<file path="src/rtl/rf_pkg.sv">
// Shared definitions for the regfile operand-fetch stage: default widths,
// the hardwired-zero register index and the writeback bundle.
package rf_pkg;

  localparam int unsigned REG_DATA_WIDTH = 32;
  localparam int unsigned REG_SEL_BITS   = 5;
  localparam int unsigned PAYLOAD_WIDTH  = 64;

  localparam logic [REG_SEL_BITS-1:0] ZERO_REG = '0;

  typedef struct packed {
    logic                      en;
    logic [REG_SEL_BITS-1:0]   sel;
    logic [REG_DATA_WIDTH-1:0] data;
  } wb_t;

endpackage

</file>
<file path="src/rtl/regfile_operand_fetch_if.sv">
// Bundle of decode request, writeback, regFile read and execute handshake
// signals seen by the operand-fetch stage (slave) and its environment (master).
interface regfile_operand_fetch_if #(
  parameter int unsigned REG_DATA_WIDTH = rf_pkg::REG_DATA_WIDTH,
  parameter int unsigned REG_SEL_BITS   = rf_pkg::REG_SEL_BITS,
  parameter int unsigned PAYLOAD_WIDTH  = rf_pkg::PAYLOAD_WIDTH
);
  logic                      req_valid;
  logic                      req_ready;
  logic [REG_SEL_BITS-1:0]   req_rs1;
  logic [REG_SEL_BITS-1:0]   req_rs2;
  logic [PAYLOAD_WIDTH-1:0]  req_payload;
  logic                      wb_en;
  logic [REG_SEL_BITS-1:0]   wb_sel;
  logic [REG_DATA_WIDTH-1:0] wb_data;
  logic [REG_SEL_BITS-1:0]   rf_read_sel1;
  logic [REG_SEL_BITS-1:0]   rf_read_sel2;
  logic [REG_DATA_WIDTH-1:0] rf_read_data1;
  logic [REG_DATA_WIDTH-1:0] rf_read_data2;
  logic                      out_valid;
  logic                      out_ready;
  logic [REG_DATA_WIDTH-1:0] out_rs1_data;
  logic [REG_DATA_WIDTH-1:0] out_rs2_data;
  logic [PAYLOAD_WIDTH-1:0]  out_payload;

  modport master (
    output req_valid, req_rs1, req_rs2, req_payload,
    output wb_en, wb_sel, wb_data,
    output rf_read_data1, rf_read_data2, out_ready,
    input  req_ready, rf_read_sel1, rf_read_sel2,
    input  out_valid, out_rs1_data, out_rs2_data, out_payload
  );

  modport slave (
    input  req_valid, req_rs1, req_rs2, req_payload,
    input  wb_en, wb_sel, wb_data,
    input  rf_read_data1, rf_read_data2, out_ready,
    output req_ready, rf_read_sel1, rf_read_sel2,
    output out_valid, out_rs1_data, out_rs2_data, out_payload
  );
endinterface

</file>
<file path="src/rtl/rf_bypass_mux.sv">
// Per-operand source select: hardwired zero, same-cycle writeback,
// captured collision data, then the regFile read port.
module rf_bypass_mux #(
  parameter int unsigned REG_DATA_WIDTH = rf_pkg::REG_DATA_WIDTH,
  parameter int unsigned REG_SEL_BITS   = rf_pkg::REG_SEL_BITS
) (
  input  logic [REG_SEL_BITS-1:0]   sel,
  input  logic                      wb_en,
  input  logic [REG_SEL_BITS-1:0]   wb_sel,
  input  logic [REG_DATA_WIDTH-1:0] wb_data,
  input  logic                      col,
  input  logic [REG_DATA_WIDTH-1:0] col_data,
  input  logic [REG_DATA_WIDTH-1:0] rf_data,
  output logic [REG_DATA_WIDTH-1:0] operand
);
  import rf_pkg::*;

  logic is_zero;
  logic wb_hit;

  always_comb begin
    is_zero = (sel == REG_SEL_BITS'(ZERO_REG));
    wb_hit  = wb_en && (wb_sel == sel) && !is_zero;
    if (is_zero)     operand = '0;
    else if (wb_hit) operand = wb_data;
    else if (col)    operand = col_data;
    else             operand = rf_data;
  end

endmodule

</file>
<file path="src/rtl/regfile_operand_fetch.sv">
// Operand-fetch stage: S1 waits on the 1-cycle SRAM read, S2 holds operands
// for execute; both stages track writebacks so delivered operands are current.
module regfile_operand_fetch #(
  parameter int unsigned REG_DATA_WIDTH = rf_pkg::REG_DATA_WIDTH,
  parameter int unsigned REG_SEL_BITS   = rf_pkg::REG_SEL_BITS,
  parameter int unsigned PAYLOAD_WIDTH  = rf_pkg::PAYLOAD_WIDTH
) (
  input  logic                  clock,
  input  logic                  reset,
  regfile_operand_fetch_if.slave bus
);
  import rf_pkg::*;

  localparam int unsigned DW = REG_DATA_WIDTH;
  localparam int unsigned SW = REG_SEL_BITS;
  localparam int unsigned PW = PAYLOAD_WIDTH;

  function automatic logic wb_hit(input logic en, input logic [SW-1:0] wsel,
                                  input logic [SW-1:0] sel);
    return en && (wsel == sel) && (sel != SW'(ZERO_REG));
  endfunction

  logic          s1_valid_q, s1_valid_d;
  logic [SW-1:0] s1_rs1_q, s1_rs1_d, s1_rs2_q, s1_rs2_d;
  logic [PW-1:0] s1_payload_q, s1_payload_d;
  logic          col1_q, col1_d, col2_q, col2_d;
  logic [DW-1:0] col1_data_q, col1_data_d, col2_data_q, col2_data_d;

  logic          out_valid_q, out_valid_d;
  logic [SW-1:0] out_rs1_q, out_rs1_d, out_rs2_q, out_rs2_d;
  logic [DW-1:0] out_rs1_data_q, out_rs1_data_d, out_rs2_data_q, out_rs2_data_d;
  logic [PW-1:0] out_payload_q, out_payload_d;

  logic          accept, move;
  logic [SW-1:0] sel1, sel2;
  logic [DW-1:0] op1, op2;

  // req_ready is gated by reset so nothing is accepted and selects stay 0 while held
  assign move          = s1_valid_q && (!out_valid_q || bus.out_ready);
  assign bus.req_ready = reset && (!s1_valid_q || move);
  assign accept        = bus.req_valid && bus.req_ready;
  assign sel1          = accept ? bus.req_rs1 : s1_rs1_q;
  assign sel2          = accept ? bus.req_rs2 : s1_rs2_q;

  assign bus.rf_read_sel1 = sel1;
  assign bus.rf_read_sel2 = sel2;
  assign bus.out_valid    = out_valid_q;
  assign bus.out_rs1_data = out_rs1_data_q;
  assign bus.out_rs2_data = out_rs2_data_q;
  assign bus.out_payload  = out_payload_q;

  rf_bypass_mux #(.REG_DATA_WIDTH(DW), .REG_SEL_BITS(SW)) u_mux1 (
    .sel(s1_rs1_q), .wb_en(bus.wb_en), .wb_sel(bus.wb_sel), .wb_data(bus.wb_data),
    .col(col1_q), .col_data(col1_data_q), .rf_data(bus.rf_read_data1), .operand(op1)
  );

  rf_bypass_mux #(.REG_DATA_WIDTH(DW), .REG_SEL_BITS(SW)) u_mux2 (
    .sel(s1_rs2_q), .wb_en(bus.wb_en), .wb_sel(bus.wb_sel), .wb_data(bus.wb_data),
    .col(col2_q), .col_data(col2_data_q), .rf_data(bus.rf_read_data2), .operand(op2)
  );

  always_comb begin
    s1_valid_d   = accept || (s1_valid_q && !move);
    s1_rs1_d     = sel1;
    s1_rs2_d     = sel2;
    s1_payload_d = accept ? bus.req_payload : s1_payload_q;
    // A write on the same edge as a read leaves the SRAM output undefined; keep its data
    col1_d       = wb_hit(bus.wb_en, bus.wb_sel, sel1);
    col2_d       = wb_hit(bus.wb_en, bus.wb_sel, sel2);
    col1_data_d  = col1_d ? bus.wb_data : col1_data_q;
    col2_data_d  = col2_d ? bus.wb_data : col2_data_q;

    out_valid_d    = out_valid_q;
    out_rs1_d      = out_rs1_q;
    out_rs2_d      = out_rs2_q;
    out_rs1_data_d = out_rs1_data_q;
    out_rs2_data_d = out_rs2_data_q;
    out_payload_d  = out_payload_q;
    if (move) begin
      out_valid_d    = 1'b1;
      out_rs1_d      = s1_rs1_q;
      out_rs2_d      = s1_rs2_q;
      out_rs1_data_d = op1;
      out_rs2_data_d = op2;
      out_payload_d  = s1_payload_q;
    end else if (out_valid_q) begin
      if (bus.out_ready) begin
        out_valid_d = 1'b0;
      end else begin
        if (wb_hit(bus.wb_en, bus.wb_sel, out_rs1_q)) out_rs1_data_d = bus.wb_data;
        if (wb_hit(bus.wb_en, bus.wb_sel, out_rs2_q)) out_rs2_data_d = bus.wb_data;
      end
    end
  end

  always_ff @(posedge clock or negedge reset) begin
    if (!reset) begin
      s1_valid_q     <= 1'b0;
      s1_rs1_q       <= '0;
      s1_rs2_q       <= '0;
      s1_payload_q   <= '0;
      col1_q         <= 1'b0;
      col2_q         <= 1'b0;
      col1_data_q    <= '0;
      col2_data_q    <= '0;
      out_valid_q    <= 1'b0;
      out_rs1_q      <= '0;
      out_rs2_q      <= '0;
      out_rs1_data_q <= '0;
      out_rs2_data_q <= '0;
      out_payload_q  <= '0;
    end else begin
      s1_valid_q     <= s1_valid_d;
      s1_rs1_q       <= s1_rs1_d;
      s1_rs2_q       <= s1_rs2_d;
      s1_payload_q   <= s1_payload_d;
      col1_q         <= col1_d;
      col2_q         <= col2_d;
      col1_data_q    <= col1_data_d;
      col2_data_q    <= col2_data_d;
      out_valid_q    <= out_valid_d;
      out_rs1_q      <= out_rs1_d;
      out_rs2_q      <= out_rs2_d;
      out_rs1_data_q <= out_rs1_data_d;
      out_rs2_data_q <= out_rs2_data_d;
      out_payload_q  <= out_payload_d;
    end
  end

endmodule

</file>
<file path="src/flat_wrapper.sv">
// flat-port wrapper written by rule: the top's interface ports become plain ports
module regfile_operand_fetch_flat import rf_pkg::*;
#(
  parameter int unsigned REG_DATA_WIDTH = rf_pkg::REG_DATA_WIDTH,
  parameter int unsigned REG_SEL_BITS   = rf_pkg::REG_SEL_BITS,
  parameter int unsigned PAYLOAD_WIDTH  = rf_pkg::PAYLOAD_WIDTH
)
  (clock, reset, bus_req_valid, bus_req_rs1, bus_req_rs2, bus_req_payload, bus_wb_en, bus_wb_sel, bus_wb_data, bus_rf_read_data1, bus_rf_read_data2, bus_out_ready, bus_req_ready, bus_rf_read_sel1, bus_rf_read_sel2, bus_out_valid, bus_out_rs1_data, bus_out_rs2_data, bus_out_payload);
  regfile_operand_fetch_if #(.REG_DATA_WIDTH(REG_DATA_WIDTH), .REG_SEL_BITS(REG_SEL_BITS), .PAYLOAD_WIDTH(PAYLOAD_WIDTH)) bus_i ();
  input  logic clock;
  input  logic reset;
  input wire logic [$bits(bus_i.req_valid)-1:0] bus_req_valid;
  input wire logic [$bits(bus_i.req_rs1)-1:0] bus_req_rs1;
  input wire logic [$bits(bus_i.req_rs2)-1:0] bus_req_rs2;
  input wire logic [$bits(bus_i.req_payload)-1:0] bus_req_payload;
  input wire logic [$bits(bus_i.wb_en)-1:0] bus_wb_en;
  input wire logic [$bits(bus_i.wb_sel)-1:0] bus_wb_sel;
  input wire logic [$bits(bus_i.wb_data)-1:0] bus_wb_data;
  input wire logic [$bits(bus_i.rf_read_data1)-1:0] bus_rf_read_data1;
  input wire logic [$bits(bus_i.rf_read_data2)-1:0] bus_rf_read_data2;
  input wire logic [$bits(bus_i.out_ready)-1:0] bus_out_ready;
  output wire logic [$bits(bus_i.req_ready)-1:0] bus_req_ready;
  output wire logic [$bits(bus_i.rf_read_sel1)-1:0] bus_rf_read_sel1;
  output wire logic [$bits(bus_i.rf_read_sel2)-1:0] bus_rf_read_sel2;
  output wire logic [$bits(bus_i.out_valid)-1:0] bus_out_valid;
  output wire logic [$bits(bus_i.out_rs1_data)-1:0] bus_out_rs1_data;
  output wire logic [$bits(bus_i.out_rs2_data)-1:0] bus_out_rs2_data;
  output wire logic [$bits(bus_i.out_payload)-1:0] bus_out_payload;
  assign bus_i.req_valid = bus_req_valid;
  assign bus_i.req_rs1 = bus_req_rs1;
  assign bus_i.req_rs2 = bus_req_rs2;
  assign bus_i.req_payload = bus_req_payload;
  assign bus_i.wb_en = bus_wb_en;
  assign bus_i.wb_sel = bus_wb_sel;
  assign bus_i.wb_data = bus_wb_data;
  assign bus_i.rf_read_data1 = bus_rf_read_data1;
  assign bus_i.rf_read_data2 = bus_rf_read_data2;
  assign bus_i.out_ready = bus_out_ready;
  assign bus_req_ready = bus_i.req_ready;
  assign bus_rf_read_sel1 = bus_i.rf_read_sel1;
  assign bus_rf_read_sel2 = bus_i.rf_read_sel2;
  assign bus_out_valid = bus_i.out_valid;
  assign bus_out_rs1_data = bus_i.out_rs1_data;
  assign bus_out_rs2_data = bus_i.out_rs2_data;
  assign bus_out_payload = bus_i.out_payload;
  regfile_operand_fetch #(.REG_DATA_WIDTH(REG_DATA_WIDTH), .REG_SEL_BITS(REG_SEL_BITS), .PAYLOAD_WIDTH(PAYLOAD_WIDTH)) u_core (.clock(clock), .reset(reset), .bus(bus_i));
endmodule
</file>
<file path="config.mk">
export PLATFORM = sky130hd
export DESIGN_NAME = regfile_operand_fetch_flat
export DESIGN_NICKNAME = d
export VERILOG_FILES = /design/src/rtl/rf_pkg.sv /design/src/rtl/regfile_operand_fetch_if.sv /design/src/rtl/rf_bypass_mux.sv /design/src/rtl/regfile_operand_fetch.sv /design/src/flat_wrapper.sv
export SDC_FILE = /design/constraint.sdc
export NUM_CORES = 1
export LEC_CHECK = 0
export ABC_AREA = 1
export BUFFER_PORTS_ARGS = -buffer_cell sky130_fd_sc_hd__buf_2
export CAP_MARGIN = 20
export CORE_UTILIZATION = 30
export DETAILED_ROUTE_END_ITERATION = 8
export PLACE_DENSITY_LB_ADDON = 0.1
export SLEW_MARGIN = 10
export SYNTH_ARGS = -nofsm -noshare
export SYNTH_HDL_FRONTEND = slang
export SYNTH_SLANG_ARGS = --single-unit
</file>
<file path="constraint.sdc">
create_clock -name clock -period 3.5 [get_ports clock]
set_clock_uncertainty 0.15 [all_clocks]
set_input_delay 0.7 -clock clock [delete_from_list [all_inputs] [get_ports clock]]
set_output_delay 0.7 -clock clock [all_outputs]
set_load 0.01 [all_outputs]
</file>
==> out/qor.yml, run 1 <==
global_routing:
  grt-ovfl-total: 0
  grt_pass1_vias: 12520
  grt_max_degree: 143
  grt_pass1_wl_mm: 75.6
  antenna_found_initial: 9
  grt_usage: 0.208
timing:
  worstMarginPinSlew_ps: 1110
  slew_viol_final: 0
  period_minus_slack_ps: 3300
  finalSetupTns_ps: 0
  relSlewSlack: 0.258
  max_freq_ghz: 0.303
  hold_violations: 0
  finalCritPeriodShare: 0.943
  setup_viol: 0
  rsz0062_at_grt: "no"
placed_design:
  hpwl_mm: 33.5
  gp_congestion: 0.889
  port_buffers: 319
yosys:
  synth_area_leaders: "dfrtp_1 (50%), nand2_1 (21%), inv_1 (4.8%), mux2i_1 (4.6%), nand4_1 (3.9%)"
  synth_seq_cells: 280
  ys_seq_area_frac: 0.501
  synth_edf_count: 0
  synth_area_per_cell_um2: 7.74
  synth_top_area_share: 0.501
  synth_nets: 1985
  synthArstFlopShare: 1.00
  synthTopCellsByCount: "nand2_1 (775), dfrtp_1 (280), inv_1 (178)"
  yosysMostFrequentCell: "nand2_1"
  synth_ff_type: "dfrtp_1"
  postSynthCellCount: 1805
  synth_top_area_cell: "dfrtp_1"
  yosys_warnings: 0
  syn-cell-area_um2: 14000
  synth_cell_types: 28
die:
  dieHeight_um: 218
  die_w_um: 218
  row_count: 78
  start_util: 0.306
  dieArea_um2: 47400
  core_area_um2: 45700
  boundaryPins: 320
setup_path:
  cp-end-kind: "output pin"
  worstPathCellList: "dlygate4sd3_1 -> buf_8 -> buf_4 -> nand4_1 -> nand2_1 -> buf_2"
  start_kind: "input port"
  max_stage_delay_ps: 640
  cp_top_family: "buffers and inverters"
  critPathKind: "in -> out"
  worst-path-buf-inv: 4
  cp_max_fo: 29
  critPathArrivalTime_ps: 2450
  slowest_stage: "dlygate4sd3_1"
  crit_required_ps: 2650
clock_network:
  cts.clk_slew.worst_paths_ps: 50
  cts_resized: 0
  cts_root_buffer: "clkbuf_16"
  cts_buffers: 35
  cts.sinks: 280
  insertion_delay_ps: 550
  cts_tree: "yes"
  cts.path.max_buffers: 3
  cts.htree.levels: 2
cells_and_area:
  drive_above_1_share: 0.210
  fillCellCount: 4874
  final_util: 0.379
  nets: 2264
  areaGrowthSynthToFinish_pct: 23.8
route:
  drc: 0
  final_antenna_net_count: 0
  viasPerCell: 4.70
  first_pass_iters: 5
  num_vias: 12752
  drt_iter0_drc: 909
  wl_per_cell_um: 18.0
  wl_mm: 48.7
pwr:
  leakage_nw: 9.73
  p_per_area_nw_per_um2: 638
  finalPower_mw: 11.0
  vdd_ir_drop_max_v: 0.000316
job:
  max_cap_viol_count: 0
outcome:
  status: "completed"
min_path:
  hp-class: "in -> reg"
-- sequential cells by signal, summed over array words and instances (netlist names) --
name                     cells
u_core.out_rs2_q             5
u_core.s1_rs2_q              5
u_core.bus.out_rs2_data     32
u_core.col2_q                1
u_core.bus.out_valid         1
u_core.col1_q                1
u_core.col2_data_q          32
u_core.out_rs1_q             5
u_core.bus.out_rs1_data     32
u_core.s1_payload_q         64
u_core.col1_data_q          32
u_core.bus.out_payload      64
u_core.s1_rs1_q              5
u_core.s1_valid_q            1
-- routing by layer --
| layer | track usage | share of wire | vias to the layer above |
|---|---|---|---|
| met2 | 0.321 | 0.45 | 414 |
| met4 | 0.0690 | 0.023 | 10 |
| met5 | 0 | 0.0013 | - |
| li1 | - | - | 6234 |
| met3 | 0.0484 | 0.075 | 68 |
| met1 | 0.286 | 0.45 | 6026 |
-- worst paths after layout --
kind,from,to,slack (ps),cells past startpoint
setup reg to reg,u_core.s1_valid_q,u_core.col1_data_q[30],960,9
hold / removal,bus_req_payload[2],u_core.s1_payload_q[2],230,2
hold reg to reg,u_core.s1_payload_q[5],u_core.bus.out_payload[5],310,2
setup / recovery,reset,bus_rf_read_sel2[1],200,6
max in group asynchronous,reset,u_core.s1_payload_q[20],1600,3
min in group asynchronous,reset,u_core.out_rs2_q[2],520,2
-- cell usage in the layout, fill, tap and decap left out, drive strengths merged --
master       netlist  layout
nand2            777     777
buf               85     351
dfrtp            280     280
inv              185     186
nand3             90      90
nand4             88      88
o21ai             69      69
nor2              65      65
mux2i             64      64
a21oi             53      53
clkbuf            25      52
mux2              12      12
clkinv             0       7
xor2               5       5
diode              0       4
nor3               3       3
o211ai             2       2
bufinv             0       2
or2                1       1
o22ai              1       1
dlygate4sd3        0       1
-- stage by stage --
step                      hold slack (ps)  cell area, µm²  std cells  setup WS, ps
after floorplan                       254           14000       1805          1370
after global placement                297           16100       2646           564
after detailed placement              305           16100       2646           518
after CTS                             183           17300       2709           132
after global routing                  211           17300       2712          6.07
final                                 231           17300       2713           199
-- report_power, final --
group / internal, mW / switching, mW / total, mW
sequential: 4.15 / 0.519 / 4.67
combinational: 0.999 / 1.68 / 2.67
clock: 2.23 / 1.46 / 3.69
-- what timing repair did --
action                    CTS  global route
hold endpoints to repair    7             0
buffers inserted            0             0
hold buffers                1             0
-- layout make-up --
cell class                      instances  area, µm²  share of cell area
Multi-Input combinational cell       1230       5740               0.332
Tap cell                              600        751              0.0434
Clock buffer                           52       1050              0.0607
Inverter                              185        694              0.0401
Antenna cell                            4       10.0            0.000579
Timing Repair Buffer                  352       1930               0.112
Clock inverter                         10        115             0.00665
Sequential cell                       280       7010               0.405
-- kinds of logic after synthesis --
family	after synthesis	synth area share
buffers and inverters	295	0.0884
flip-flops	280	0.501
AO/OA/AOI/OAI	125	0.0452
multiplexers	76	0.0555
AND/OR/NAND/NOR	1024	0.306
XOR/XNOR	5	0.00313
No activity file was read; power rests on OpenSTA's default activity.
==> inputs of run 2 (changes only) <==
ABC_AREA = unset   (was 1)
CORE_ASPECT_RATIO = 0.9   (was unset)
==> run 2 against run 1 <==
Clock power down 4%. Critical path depth down 2. Highest routed layer unchanged. Die area down 9.8%. Global-route usage down 3.7 points. Worst setup slack better by 630 ps.
==> out/qor.yml, run 2 <==
clock_network:
  cts.clk_slew.worst_paths_ps: 60  # about the same
  cts.sinks: 280  # unchanged
  cts_tree: "yes"
  cts.path.max_buffers: 3  # unchanged
  cts_resized: 0  # unchanged
  insertion_delay_ps: 530  # -20 ps
  cts_root_buffer: "clkbuf_16"
  cts.htree.levels: 2  # unchanged
  cts_buffers: 34  # -2.9%
  cts_setup_buffers: 0  # unchanged
  postCtsHoldBufs: 0  # -1
timing:
  rsz0062_at_grt: "no"
  finalSetupTns_ps: 0  # unchanged
  finalCritPeriodShare: 0.762  # -0.181
  period_minus_slack_ps: 2670  # -634 ps
  max_freq_ghz: 0.375  # +24%
  worstMarginPinSlew_ps: 1100  # -11.0 ps
  hold_violations: 0  # unchanged
  slew_viol_final: 0  # unchanged
  relSlewSlack: 0.265  # +0.00731
  setup_viol: 0  # unchanged
yosys:
  synth_area_leaders: "dfrtp_1 (56%), mux2_2 (13%), nand2_1 (7.9%), mux2_4 (7.3%), mux2i_1 (5.1%)"
  synthTopCellsByCount: "dfrtp_1 (280), nand2_1 (265), mux2_2 (147)"
  ys_seq_area_frac: 0.557  # +0.0552
  postSynthCellCount: 1019  # -44%
  synthArstFlopShare: 1.00  # unchanged
  synth_cell_types: 31  # +11%
  synth_nets: 1199  # -40%
  synth_seq_cells: 280  # unchanged
  synth_edf_count: 0  # unchanged
  synth_ff_type: "dfrtp_1"
  syn-cell-area_um2: 12600  # -9.9%
  synth_top_area_share: 0.557  # +0.0552
  synth_top_area_cell: "dfrtp_1"
  synth_area_per_cell_um2: 12.4  # +60%
  yosys_warnings: 0  # unchanged
  yosysMostFrequentCell: "dfrtp_1"
setup_path:
  critPathArrivalTime_ps: 1820  # -630 ps
  cp_max_fo: 7  # -76%
  start_kind: "flop"
  cp-end-kind: "output pin"
  crit_required_ps: 2650  # about the same
  critPathKind: "reg -> out"
  worst_r2r_path_depth: 7  # -2
global_routing:
  grt_usage: 0.171  # -0.0373
  grt_pass1_wl_mm: 55.9  # -26%
  grt_max_degree: 139  # -2.8%
  grt-ovfl-total: 0  # unchanged
  grt_pass1_vias: 9081  # -27%
  antenna_found_initial: 11  # +2
outcome:
  status: "completed"
pwr:
  comb_power_share: 0.234  # -0.008
  p_clk_frac: 0.329  # -0.006
  vdd_ir_drop_max_v: 0.000376  # +19%
  leakage_nw: 7.63  # -22%
  internal-power_mw: 7.68  # +4.1%
  p_per_area_nw_per_um2: 678  # +6.3%
  switching_power_mw: 3.13  # -15%
  switching_share: 0.289  # -0.0422
  p_seq_frac: 0.437  # +0.014
die:
  boundaryPins: 320  # unchanged
  row_count: 70  # -10%
  dieArea_um2: 42800  # -9.8%
  dieHeight_um: 196  # -9.9%
  die_w_um: 218  # about the same
  core_area_um2: 41000  # -10%
  start_util: 0.307  # +0.00117
placed_design:
  hpwl_mm: 23.9  # -29%
  gp_congestion: 0.767  # -14%
  port_buffers: 319  # unchanged
  dp_cells: 1829  # -31%
cells_and_area:
  seq_area_um2: 7010  # unchanged
  fillCellCount: 4019  # -18%
  final_cells: 1894  # -30%
  areaGrowthSynthToFinish_pct: 26.6
  multi_input_area_um2: 5330  # -7.2%
  final_common_cell: "buf_2"
  nets: 1506  # -33%
  drive_above_1_share: 0.451  # +0.241
  mostFrequentLayoutCells: "buf_2 (318), dfrtp_1 (278), nand2_1 (264)"
route:
  drc: 0  # unchanged
  first_pass_iters: 4  # -1
  wl_per_cell_um: 19.2  # +6.8%
  viasPerCell: 4.65  # -1.2%
  wl_mm: 36.3  # -25%
  num_vias: 8798  # -31%
  drt_iter0_drc: 489  # -46%
  final_antenna_net_count: 0  # unchanged
job:
  max_cap_viol_count: 0  # unchanged
min_path:
  hp-class: "in -> async"
run 2: cell types whose count changed after synthesis, sizes merged, moves of 69 or more:
cell	change
nand2	-511
inv	-182
nand4	-86
buf	-69
nand3	-84
mux2	+196
run 2: path summary, 6_finish.rpt:
check / startpoint / end / slack, ps
min in group clock: bus_req_payload[24] / u_core.s1_payload_q[24] / 240
worst max-delay path: u_core.bus.out_valid / bus_rf_read_sel1[0] / 830
max in group asynchronous: reset / u_core.col1_q / 1450
worst min register to register: u_core.s1_payload_q[10] / u_core.bus.out_payload[10] / 310
worst min-delay path: reset / u_core.s1_rs1_q[4] / 160
worst max register to register: u_core.s1_valid_q / u_core.col1_data_q[31] / 900
run 2: power by group through the flow:
stage	clock (mW)	combinational, mW	sequential (mW)
after floorplan	0	1.40	4.84
after global placement	0	2.54	4.77
after detailed placement	0	2.58	4.77
after CTS	3.70	2.58	4.73
after global routing	3.80	2.78	4.84
final	3.55	2.53	4.73
run 2: metal layers:
| metal | track usage | vias to the layer above | routed length, µm |
|---|---|---|---|
| met3 | 0.0557 | 68 | 2760 |
| met5 | 0 | - | 115 |
| met1 | 0.232 | 4346 | 16800 |
| li1 | - | 4129 | - |
| met4 | 0.0531 | 16 | 768 |
| met2 | 0.257 | 239 | 15900 |
run 2: cell type report:
type,instances,area share
inverters,3,0.000707
clock buffers,49,0.0608
multi-input cells,671,0.334
well taps,540,0.0424
diodes,4,0.000628
flip-flops and latches,280,0.440
repair buffers,336,0.113
clock inverters,11,0.00887
run 2: metrics by stage:
step	cell area (µm²)	utilization	setup slack, ps	hold slack, ps	power (mW)
finish	15900	0.389	833	155	10.8
detailed placement	14800	0.361	444	295	7.35
global placement	14800	0.361	456	290	7.30
global route	15900	0.389	690	203	11.4
CTS	15900	0.388	780	168	11.0
floorplan	12600	-	659	254	6.24
run 2: kinds of logic after synthesis:
| logic type | Yosys count | synth area share |
|---|---|---|
| xor gates and xnor gates | 24 | 0.0167 |
| DFF | 280 | 0.557 |
| and+or+nand+nor | 294 | 0.0975 |
| buffers and inverters | 68 | 0.0247 |
| AOI/OAI and AO/OA | 81 | 0.0494 |
| muxes | 272 | 0.255 |
run 2: critical path: stages (launching register included):
cell      delay (ps)
dfrtp_1          440
nand3b_4         170
nand2_8          140
mux2_2           370
buf_2            180
